===== src/rtl/led_bam_pkg.sv =====
// led_bam_pkg: shared timer states, width helpers and scan/plane limits
package led_bam_pkg;
  typedef enum logic [1:0] {T_IDLE, T_PRE, T_ON, T_POST} tmr_state_t;
  localparam int MAX_ROW_BITS = 5;
  localparam int MAX_BAM_BITS = 16;
  function automatic int clog2(input int v);
    int r;
    r = 0;
    for (int i = 0; i < 31; i++) if ((1 << i) < v) r = i + 1;
    return r;
  endfunction
  function automatic int plane_w(input int bam_bits);
    return (clog2(bam_bits) < 1) ? 1 : clog2(bam_bits);
  endfunction
endpackage


===== src/rtl/led_bam_oe_timer.sv =====
// led_bam_oe_timer: PRE/ON/POST output-enable window started by each latch
module led_bam_oe_timer
  import led_bam_pkg::*;
#(
  parameter int BAM_BITS     = 8,
  parameter int BRIGHT_BITS  = 8,
  parameter int OE_PREDELAY  = 31,
  parameter int OE_POSTDELAY = 31,
  localparam int PW = plane_w(BAM_BITS),
  localparam int DW = clog2(((OE_PREDELAY > OE_POSTDELAY) ? OE_PREDELAY : OE_POSTDELAY) + 1),
  localparam int CW = (BRIGHT_BITS + BAM_BITS > DW) ? BRIGHT_BITS + BAM_BITS : DW
) (
  input  logic                   in_clk,
  input  logic                   in_nrst,
  input  logic                   i_start,
  input  logic [PW-1:0]          i_plane,
  input  logic [BRIGHT_BITS-1:0] i_bright,
  output logic                   o_busy,
  output logic                   o_oe
);
  localparam logic [CW-1:0] PRE_M1  = CW'(OE_PREDELAY - 1);
  localparam logic [CW-1:0] POST_M1 = CW'(OE_POSTDELAY - 1);
  tmr_state_t    r_st;
  logic [CW-1:0] r_cnt, r_on, w_on_m1;
  logic          r_oe;
  assign w_on_m1 = ((CW'(i_bright) + CW'(1)) << i_plane) - CW'(1);
  assign o_busy  = (r_st != T_IDLE);
  assign o_oe    = r_oe;
  // window sequencer; zero-length blanking phases are skipped entirely
  always_ff @(posedge in_clk or negedge in_nrst)
    if (!in_nrst) begin
      r_st  <= T_IDLE;
      r_cnt <= '0;
      r_on  <= '0;
      r_oe  <= 1'b0;
    end else begin
      case (r_st)
        T_IDLE: if (i_start) begin
          r_on <= w_on_m1;
          if (OE_PREDELAY > 0) begin
            r_st  <= T_PRE;
            r_cnt <= PRE_M1;
          end else begin
            r_st  <= T_ON;
            r_cnt <= w_on_m1;
            r_oe  <= 1'b1;
          end
        end
        T_PRE: if (r_cnt == '0) begin
          r_st  <= T_ON;
          r_cnt <= r_on;
          r_oe  <= 1'b1;
        end else r_cnt <= r_cnt - CW'(1);
        T_ON: if (r_cnt == '0) begin
          r_oe  <= 1'b0;
          r_st  <= (OE_POSTDELAY > 0) ? T_POST : T_IDLE;
          r_cnt <= POST_M1;
        end else r_cnt <= r_cnt - CW'(1);
        default: if (r_cnt == '0) r_st <= T_IDLE;
                 else r_cnt <= r_cnt - CW'(1);
      endcase
    end
endmodule


===== src/rtl/led_bam_scheduler.sv =====
// led_bam_scheduler: BAM row/plane sequencer driving panel row, latch and OE
module led_bam_scheduler
  import led_bam_pkg::*;
#(
  parameter int ROW_BITS       = 3,
  parameter int BAM_BITS       = 8,
  parameter int BRIGHT_BITS    = 8,
  parameter int OE_PREDELAY    = 31,
  parameter int OE_POSTDELAY   = 31,
  parameter bit LAT_ACTIVE_LOW = 1'b0,
  parameter bit OE_ACTIVE_LOW  = 1'b1,
  localparam int PW = plane_w(BAM_BITS)
) (
  input  logic                   in_clk,
  input  logic                   in_nrst,
  input  logic                   enable,
  input  logic [BRIGHT_BITS-1:0] brightness,
  input  logic                   shift_busy,
  input  logic                   shift_ready,
  output logic                   shift_start,
  output logic                   shift_rewind,
  output logic [PW-1:0]          shift_plane,
  output logic                   shift_ack,
  output logic [ROW_BITS-1:0]    led_row,
  output logic                   led_lat_out,
  output logic                   led_oe_out,
  output logic                   frame_start
);
  logic [ROW_BITS-1:0]    r_ptr_row, r_sh_row, r_row;
  logic [PW-1:0]          r_ptr_plane, r_sh_plane, r_dplane;
  logic [BRIGHT_BITS-1:0] r_bright;
  logic                   r_pend, r_lat, r_start, r_rewind, r_frame;
  logic                   w_rdy, w_req, w_latch, w_first, w_busy, w_oe;
  // shift_ready is still high during the ack cycle; treat it as already cleared
  assign w_rdy   = shift_ready & ~r_lat;
  assign w_req   = enable & ~shift_busy & ~w_rdy & ~r_pend;
  assign w_latch = enable & w_rdy & ~w_busy;
  assign w_first = (r_sh_row == '0) && (r_sh_plane == '0);
  assign shift_start  = r_start;
  assign shift_rewind = r_rewind;
  assign shift_plane  = r_sh_plane;
  assign shift_ack    = r_lat;
  assign led_row      = r_row;
  assign frame_start  = r_frame;
  assign led_lat_out  = r_lat ^ LAT_ACTIVE_LOW;
  assign led_oe_out   = w_oe ^ OE_ACTIVE_LOW;
  // shift request: hand out the pointer position, then step row-inner/plane-outer
  always_ff @(posedge in_clk or negedge in_nrst)
    if (!in_nrst) begin
      r_ptr_row   <= '0;
      r_ptr_plane <= '0;
      r_sh_row    <= '0;
      r_sh_plane  <= '0;
      r_start     <= 1'b0;
      r_rewind    <= 1'b0;
    end else begin
      r_start  <= w_req;
      r_rewind <= w_req & (r_ptr_row == '0);
      if (w_req) begin
        r_sh_row   <= r_ptr_row;
        r_sh_plane <= r_ptr_plane;
        r_ptr_row  <= r_ptr_row + ROW_BITS'(1);
        if (&r_ptr_row)
          r_ptr_plane <= (r_ptr_plane == PW'(BAM_BITS - 1)) ? '0 : r_ptr_plane + PW'(1);
      end
    end
  // latch: pulse latch/ack, present the shifted row, load frame brightness on (0,0)
  always_ff @(posedge in_clk or negedge in_nrst)
    if (!in_nrst) begin
      r_pend   <= 1'b0;
      r_lat    <= 1'b0;
      r_frame  <= 1'b0;
      r_row    <= '1;
      r_dplane <= '0;
      r_bright <= '0;
    end else begin
      r_lat   <= w_latch;
      r_frame <= w_latch & w_first;
      r_pend  <= w_req | (r_pend & ~w_latch);
      if (w_latch) begin
        r_row    <= r_sh_row;
        r_dplane <= r_sh_plane;
      end
      if (w_latch & w_first) r_bright <= brightness;
    end
  led_bam_oe_timer #(
    .BAM_BITS    (BAM_BITS),
    .BRIGHT_BITS (BRIGHT_BITS),
    .OE_PREDELAY (OE_PREDELAY),
    .OE_POSTDELAY(OE_POSTDELAY)
  ) u_timer (
    .in_clk  (in_clk),
    .in_nrst (in_nrst),
    .i_start (r_lat),
    .i_plane (r_dplane),
    .i_bright(r_bright),
    .o_busy  (w_busy),
    .o_oe    (w_oe)
  );
endmodule


===== config.mk =====
export PLATFORM = sky130hd
export DESIGN_NAME = led_bam_scheduler
export DESIGN_NICKNAME = d
export VERILOG_FILES = /design/src/rtl/led_bam_pkg.sv /design/src/rtl/led_bam_oe_timer.sv /design/src/rtl/led_bam_scheduler.sv
export SDC_FILE = /design/constraint.sdc
export NUM_CORES = 1
export LEC_CHECK = 0
export ABC_AREA = 1
export CAP_MARGIN = 0
export CORE_MARGIN = 2
export CORE_UTILIZATION = 45
export DETAILED_ROUTE_END_ITERATION = 10
export HOLD_SLACK_MARGIN = 0.1
export PLACE_DENSITY = 0.69
export SLEW_MARGIN = 20
export SYNTH_ARGS = -nofsm -noshare
export SYNTH_HDL_FRONTEND = slang
export SYNTH_SLANG_ARGS = --single-unit

===== constraint.sdc =====
create_clock -name in_clk -period 2.49 [get_ports in_clk]
set_input_delay 0.498 -clock in_clk [delete_from_list [all_inputs] [get_ports in_clk]]
set_output_delay 0.498 -clock in_clk [all_outputs]
set_load 0.1 [all_outputs]

Yosys cells after proc, flatten, opt, wreduce, memory -nomap -nowiden
Cells that the tools add are included.
- logic and storage cells: 74
- output and inout bits: 12
- bits in registers: 66
- shift operators: 1
- $add $sub $neg: 5
- equality and inequality tests: 7
- reduce and logical (&&, ||, !) cells: 14
- mux-type cells: 14
- bitwise operators: 17
- operators with widths (kind ; count):
    2-to-1 mux 16 bit ; 4
    one-hot mux 16 bit (3 select lines) ; 1
    subtractor 16 x 1 -> 16 bit (second input constant) ; 2
    logical NOT 16 bit ; 1
    << shifter 16 x 3 -> 16 bit ; 1
    adder 8 x 1 -> 9 bit (second input constant) ; 1
    AND 1 bit ; 9
    logical NOT 3 bit ; 3
    2-to-1 mux 2 bit ; 4
    AND reduction 4 bit ; 2
    inverter 1 bit ; 7
    adder 3 x 1 -> 3 bit (second input constant) ; 2
    one-hot mux 2 bit (3 select lines) ; 1
    nonzero test 2 bit ; 3
    inequality test 2 x 1 -> 1 bit (second input constant) ; 2
    inequality test 4 bit (second input constant) ; 1
    AND reduction 2 bit ; 2
    equality test 3 bit (second input constant) ; 1
    2-to-1 mux 3 bit ; 1
    AND reduction 3 bit ; 1
    equality test 2 x 1 -> 1 bit (second input constant) ; 1
    equality test 2 bit (second input constant) ; 1
    logical NOT 2 bit ; 1
    2-to-1 mux 1 bit ; 2
    other kinds (4) ; 4

Depth between registers and ports, before layout
Gate-level depths: netlist (run 1).
- depth in word-level cells: 7
- depth in mapped cells: 17
- depth with buffers taken out: 17

Hierarchy
From an unflattened synthesis (run 1), not the netlist that was laid out.
- cell total of the unflattened synthesis: 596
- area total of the unflattened synthesis: 4484.3 µm²
- modules (own cells, without submodules) (module ; sequential area each (µm²) ; area each (µm²) ; cells each ; instances):
    led_bam_oe_timer ; 875.8 ; 3131.8 ; 456 ; 1
    led_bam_scheduler ; 779.5 ; 1352.5 ; 140 ; 1

Worst setup path before layout (run 1)
OpenSTA, ideal clock, no wires.
- kind: register to register
- start: reg r_sh_plane[1] (netlist: shift_plane[1])
- end: reg r_bright[1]
- stages on the path, launching flop included: 4
- clock period less this slack: 2094 ps
- path buffers: 0
- arrival: 1969 ps
- path slack: 396 ps
- cell sequence: dfrtp_1 > or3_1 > nor4_4 > mux2_2
- longest elaborated chain between the ends: 3
- RTL lines (item ; line ; source):
    start, declared ; led_bam_scheduler.sv:30 ; logic [PW-1:0] r_ptr_plane, r_sh_plane, r_dplane;
    start signal, assigned ; led_bam_scheduler.sv:61 ; r_sh_plane <= r_ptr_plane;
    logical NOT 3 bit ; led_bam_scheduler.sv:38 ; assign w_first = (r_sh_row == '0) && (r_sh_plane == '0);
    logical AND 1 bit ; led_bam_scheduler.sv:38 ;
    AND 1 bit ; led_bam_scheduler.sv:84 ; if (w_latch & w_first) r_bright <= brightness;
    end signal, assigned ; led_bam_scheduler.sv:84 ;
    end, declared ; led_bam_scheduler.sv:31 ; logic [BRIGHT_BITS-1:0] r_bright;
Every way passes these cells.
A chain may end at the register's enable or synchronous reset.

Final worst setup path (run 1)
- start: reg u_timer.r_cnt[1]
- end: reg u_timer.r_cnt[2]
- longest elaborated chain between the ends: 3
- RTL lines (item ; line ; source):
    start, declared ; led_bam_oe_timer.sv:24 ; logic [CW-1:0] r_cnt, r_on, w_on_m1;
    start signal, assigned ; led_bam_oe_timer.sv:45 ; r_cnt <= w_on_m1;
    start signal, assigned ; led_bam_oe_timer.sv:51 ; r_cnt <= r_on;
    start signal, assigned ; led_bam_oe_timer.sv:53 ; end else r_cnt <= r_cnt - CW'(1);
    subtractor 16 x 1 -> 16 bit / logical NOT 16 bit (equally long branches) ; - ;
    2-to-1 mux 16 bit (tied with other cells) ; led_bam_oe_timer.sv:59 ; default: if (r_cnt == '0) r_st <= T_IDLE;
    one-hot mux 16 bit (3 select lines) / AND reduction 2 bit (equally long branches) ; - ;
Parallel ways exist; a longest one is shown, timed or not. The select of a mux whose other input is x is not followed.

==> results by group, run 1 <==
Die
  • Die Ht: 102 um
  • Die Wd: 102 um
  • Initial Utilization: 46.4%
  • # rows: 35
  • Core area: 9240 um^2
  • Top Ports: 25
  • Die area: 10300 um^2

GRT
  • First-pass GRT wire length: 16.0 mm
  • All-Layer GR Usage: 19.3%
  • Pin count of the biggest net entering global routing: 67
  • Total gr overflow: 0
  • Vias in the first global route: 3652
  • Initial antenna violation count: 0

Pwr
  • Internal: 0.00322 W
  • Sequential share of power: 28.2%
  • Maximum VDD drop: 1.05 mV
  • Switching power share of the total: 53.1%
  • Sw power: 0.00365 W
  • Gate power share: 60.1%
  • Pleak: 2.30 nW
  • PwrDens: 1420 nW/um^2
  • Clock share of power: 11.8%

Synth
  • Syn Nets: 600
  • Count leader, synth: nand2_1
  • Synth top area cells: dfrtp_1, nand2_1, nand3_1, inv_1, o21ai_0
  • Most common library cells after synthesis: nand2_1, nand3_1, inv_1
  • Ys async rst share: 100%
  • FF+latch count, synth: 66
  • Area leader, netlist: dfrtp_1
  • Distinct cells, synth: 38
  • Syn Inst Count: 576
  • Area share of the largest cell type after synthesis: 36.8%
  • Syn_area_per_cell: 7.44 um^2
  • Post-Syn Area: 4280 um^2
  • EDFF count, synth: 0
  • Main synth FF type: dfrtp_1
  • Sequential area share after synthesis: 38.7%
  • Synthesis warning total: 0

Final layout
  • Fin area: 4830 um^2
  • Filler instances: 899
  • Area occupied by multi-input gates: 2250 um^2
  • Register Area: 1660 um^2
  • Area Overhead vs Synth: 12.8%
  • Antenna fix cells: 0
  • Non-filler cells, final: 737
  • Layout cells sized above 1: 16.3%
  • Nets: 627

Placement
  • Placed Cells: 721
  • Detailed Place HPWL: 6.86 mm
  • Pre-CTS setup slack: 201 ps
  • PortBufs: 24
  • Post-Place Cell Area: 4640 um^2
  • Routability congestion estimate: 0.845

Drt
  • DRC violations left: 0
  • Post-route ant nets: 0
  • 1st-pass router iterations: 4
  • Drt via density: 5.06
  • Initial DRC Count: 177
  • WL final: 8.88 mm
  • DR vias: 3728
  • Routed WL per cell: 12.1 um

STA
  • RSZ-0062 raised after global routing: no
  • Worst slew margin: 69.9%
  • Final setup viols: 0
  • Skew final: 14.7 ps
  • Tcrit/Tclk final: 91.1%
  • Max Clk Rate: 441 MHz
  • Final Max Tran Viols: 0
  • Setup ws final: 222 ps
  • Final Critical Period: 2270 ps
  • Worst-Margin Slew: 449 ps
  • Hold Vio Cnt, Final: 0
  • Setup TNS: 0 ps

Clocking
  • Bufs on Longest Clock Path: 2
  • Post_cts resized: 0
  • Worst skew pair latency: 350 ps
  • CTS Buf Count: 9
  • Setup repair bufs after CTS: 0
  • Clk sinks: 66
  • CTS root buffer: clkbuf_8
  • H-tree Lvls: 3
  • TritonCTS clock tree: done
  • Clk slew on worst S/H paths: 80 ps
  • Hold buffer count at CTS: 0

Critical path
  • Crit-path max FO: 7
  • Crit start category: flop
  • Worst Reg-to-Reg Cells: 14
  • CP Class: flop to flop
  • Setup crit end kind: flop
  • CP Data Arrival Time: 2510 ps
  • Critical Path RT: 2730 ps

Worst hold path
  • HP Class: input pin to asynchronous set/reset pin

Run
  • Max-Cap Viols: 0

Run status
  • Status: finished, final reports clean
## critical path, stage by stage, from the launching register on
cell	delay (ps)
dfrtp_1	370
inv_1	130
ha_1	220
nand2_2	80
nor2_4	120
nand2_2	90
nor2_4	120
nand2_2	100
nor4_4	240
nand2_2	150
o22ai_4	160
buf_4	190
a21oi_1	50
nand2_1	90
o21ai_2	50
## final timing paths
kind                             startpoint          endpoint  slack (ps)
min                                 in_nrst  u_timer.r_cnt[5]         140
max reg2reg                u_timer.r_cnt[1]  u_timer.r_cnt[2]         220
min reg2reg                      led_row[1]        led_row[1]         470
max                        u_timer.r_cnt[1]  u_timer.r_cnt[2]         220
max in group asynchronous           in_nrst        led_row[0]        2010
min in group in_clk              led_row[1]        led_row[1]         470
## logic make-up (layout without fill, tap and decap cells)
family          count (synthesis)  in the layout  share of synthesized area [%]
simple gates                  298            298                           32.8
xor+xnor                       18             18                           3.68
buf+inv                        94            126                           8.97
flops                          66             66                           38.7
compound gates                 88             88                           12.4
mux                             1              1                          0.263
fa+ha+maj                      11             11                           3.21
## routing by layer
layer	up-vias	track usage, %	part of all wire (%)	wire length, um
li1	1944	-	-	-
met3	15	4.21	3.0	265
met4	0	6.86	2.0	180
met2	48	32.9	50	4400
met1	1721	24.0	45	4030
met5	-	0	0	0
## power by group through the flow
| stage | logic, W | registers (W) | clock network [W] |
|---|---|---|---|
| 3_3_place_gp | 0.00401 | 0.00194 | 0 |
| 4_1_cts | 0.00411 | 0.00193 | 0.000832 |
| 5_1_grt | 0.00469 | 0.00200 | 0.000875 |
| 3_5_place_dp | 0.00409 | 0.00195 | 0 |
| 6_report | 0.00413 | 0.00193 | 0.000807 |
| 2_1_floorplan | 0.00302 | 0.00223 | 0 |
## layout by cell type, fill, tap and decap left out, drive strengths merged
cell type	instances
or2	1
clkdlybuf4s50	11
a21oi	11
nand4	7
mux2	1
or3	1
buf	23
ha	11
dfrtp	63
nor3	10
dfstp	3
xor2	13
o21a	1
o21bai	1
clkinvlp	3
clkinv	5
nand3	80
xnor2	5
nand2	157
nor4	5
a31oi	5
o22ai	13
o21ai	57
inv	75
nor2	37
clkbuf	9
## final cells by class
class                      count  area share (%)
clock buffer                   9            2.56
tap                          129            3.34
sequential                    66            34.3
multi-input combinational    416            46.7
clock inverter                 7            1.06
timing repair buffer          34            6.06
inverter                      76            6.03
## sequential cells by signal (all words and copies together), names as in the netlist
name	cells
r_pend	1
shift_rewind	1
r_ptr_row	3
r_dplane	3
shift_plane	3
led_lat_out	1
r_sh_row	3
u_timer.r_on	16
frame_start	1
r_ptr_plane	3
u_timer.r_st	2
led_row	3
r_bright	8
u_timer.r_cnt	16
u_timer.o_oe	1
shift_start	1
## stage by stage
| step | hold slack [ps] | utilization (%) | power (W) |
|---|---|---|---|
| floorplan | 202 | - | 0.00525 |
| global placement | 456 | 50.2 | 0.00596 |
| detailed placement | 458 | 50.2 | 0.00604 |
| CTS | 155 | 52.1 | 0.00688 |
| global route | 162 | 52.3 | 0.00757 |
| finish | 137 | 52.3 | 0.00687 |
(Power assumes the default switching activity.)
==> run 2: changes to the inputs <==
==> constraint.sdc (replaced) <==
create_clock -name in_clk -period 2.49 [get_ports in_clk]
set_input_delay 0.3735 -clock in_clk [delete_from_list [all_inputs] [get_ports in_clk]]
set_output_delay 0.3735 -clock in_clk [all_outputs]
set_load 0.1 [all_outputs]
==> results by group, run 2 (synthesis results as in run 1) <==
Pwr
  • PwrDens: 1420 nW/um^2 (-0.18%)
  • Internal: 0.00322 W (about the same)
  • Sw power: 0.00365 W (about the same)
  • Clock share of power: 11.8% (about the same)
  • Sequential share of power: 28.1% (about the same)
  • Maximum VDD drop: 1.05 mV (about the same)
  • Switching power share of the total: 53.1% (about the same)
  • Pleak: 2.30 nW (+0.18%)
  • Final Power: 0.00687 W (about the same)
  • Gate power share: 60.1% (about the same)

STA
  • RSZ-0062 raised after global routing: no
  • Final Critical Period: 2280 ps (+12.4 ps)
  • Worst-Margin Slew: 449 ps (-0.0181 ps)
  • Hold WS: 467 ps (+330 ps)
  • Hold Vio Cnt, Final: 0 (unchanged)
  • Skew final: 14.9 ps (+0.163 ps)
  • Worst slew margin: 69.9% (about the same)
  • Setup ws final: 209 ps (-12.4 ps)
  • Setup TNS: 0 ps (unchanged)
  • Final Max Tran Viols: 0 (unchanged)
  • Tcrit/Tclk final: 91.6% (+0.50 points)
  • Final setup viols: 0 (unchanged)
  • Max Clk Rate: 438 MHz (-0.54%)

Die
  • Initial Utilization: 46.4% (unchanged)
  • # rows: 35 (unchanged)
  • Die area: 10300 um^2 (unchanged)
  • Die Ht: 102 um (unchanged)
  • Core area: 9240 um^2 (unchanged)
  • Die Wd: 102 um (unchanged)
  • Top Ports: 25 (unchanged)

Placement
  • Pre-CTS setup slack: 201 ps (unchanged)
  • PortBufs: 24 (unchanged)
  • Detailed Place HPWL: 6.86 mm (unchanged)
  • Routability congestion estimate: 0.845 (unchanged)

Run status
  • Status: finished, final reports clean

Drt
  • DR vias: 3729 (+0.027%)
  • DRC violations left: 0 (unchanged)
  • Drt via density: 5.05 (-0.11%)
  • Initial DRC Count: 170 (-4.0%)
  • Post-route ant nets: 0 (unchanged)
  • WL final: 8.87 mm (-0.14%)
  • Routed WL per cell: 12.0 um (-0.27%)
  • 1st-pass router iterations: 4 (unchanged)

GRT
  • Total gr overflow: 0 (unchanged)
  • Vias in the first global route: 3652 (unchanged)
  • Met3 Use GR: 4.21% (unchanged)
  • First-pass GRT wire length: 16.0 mm (unchanged)
  • Global routing's busiest layer: met2
  • Grt met1 use: 24.0% (unchanged)
  • All-Layer GR Usage: 19.3% (unchanged)
  • Pin count of the biggest net entering global routing: 67 (unchanged)
  • Initial antenna violation count: 0 (unchanged)
  • Met2 Track Usage GR: 32.9% (unchanged)

Clocking
  • CTS root buffer: clkbuf_8
  • TritonCTS clock tree: done
  • Worst skew pair latency: 350 ps (about the same)
  • Clk slew on worst S/H paths: 80 ps (about the same)
  • CTS Buf Count: 9 (unchanged)
  • Clk sinks: 66 (unchanged)
  • H-tree Lvls: 3 (unchanged)
  • Bufs on Longest Clock Path: 2 (unchanged)

Critical path
  • Crit start category: flop
  • Crit-path max FO: 7 (unchanged)
  • Critical Path RT: 2730 ps (about the same)
  • Setup crit end kind: flop
  • CP Class: flop to flop
  • CP Data Arrival Time: 2520 ps (about the same)

Final layout
  • Nets: 628 (+0.16%)
  • Regs by FF count: u_timer.r_cnt x16, u_timer.r_on x16, r_bright x8
  • Most frequent cells in the layout: nand2_1, nand3_1, inv_1
  • Area Overhead vs Synth: 13.1%
  • Antenna fix cells: 0 (unchanged)
  • Commonest non-fill, non-tap cell in the layout: nand2_1
  • Layout cells sized above 1: 16.3% (-0.027 points)
  • Util after Layout: 52.4% (+0.11 points)

Run
  • Max-Cap Viols: 0 (unchanged)

Worst hold path
  • HP Class: flop to flop
[run 2: cell types whose count changed in the layout (fill, tap and decap cells not counted)]
cell / delta
dlygate4sd3_1: +1
[run 2: final cells by class]
| class | count | area [um^2] |
|---|---|---|
| fillers | 898 | 4400 |
| multi-input cells | 416 | 2250 |
| flip-flops and latches | 66 | 1660 |
| repair buffers | 35 | 303 |
| inverters | 76 | 292 |
| well taps | 129 | 161 |
| clock buffers | 9 | 124 |
| clock inverters | 7 | 51.3 |
[run 2: critical path, stage by stage (launching register included)]
cell	delay [ps]
dfrtp_1	370
inv_1	130
ha_1	220
nand2_2	80
nor2_4	120
nand2_2	90
nor2_4	120
nand2_2	100
nor4_4	240
nand2_2	160
o22ai_4	160
buf_4	190
a21oi_1	50
nand2_1	90
o21ai_2	50
[run 2: power by group through the flow]
stage,logic (W),registers (W),clock network [W]
CTS,0.00412,0.00193,0.000832
detailed placement,0.00409,0.00195,0
global route,0.00469,0.00200,0.000875
finish,0.00413,0.00193,0.000808
floorplan,0.00302,0.00223,0
global placement,0.00401,0.00194,0
[run 2: metal layers]
layer | up-vias | wire, um
li1 | 1946 | -
met1 | 1720 | 4030
met2 | 48 | 4400
met5 | - | 0
met4 | 0 | 180
met3 | 15 | 264
[run 2: worst paths after layout]
| path | start | endpoint | depth (start not counted) | slack, ps |
|---|---|---|---|---|
| setup / recovery | u_timer.r_cnt[1] | u_timer.r_cnt[2] | 14 | 210 |
| hold / removal | led_row[1] | led_row[1] | 2 | 470 |
| setup reg to reg | u_timer.r_cnt[1] | u_timer.r_cnt[2] | 14 | 210 |
| hold reg to reg | led_row[1] | led_row[1] | 2 | 470 |
| max in group asynchronous | in_nrst | led_row[0] | 3 | 1600 |
| min in group asynchronous | in_nrst | u_timer.r_cnt[5] | 3 | 550 |
[run 2: per-stage QoR]
stage | area, um^2 | instances
CTS | 4830 | 738
global route | 4840 | 738
finish | 4840 | 738
floorplan | 4280 | 576
global placement | 4640 | 721
detailed placement | 4640 | 721
[run 2: repair_timing]
item	in CTS	in global routing
setup buffers	0	0
endpoints found under the setup margin	0	8
endpoints found under the hold margin	63	0
hold buffers	1	0
resized for setup	0	6
==> run 3: changes to the inputs <==
Settings changed: TNS_END_PERCENT from default to 50.
==> results of run 3 <==
No change in the layout: final DEF, timing and power equal those of run 2.
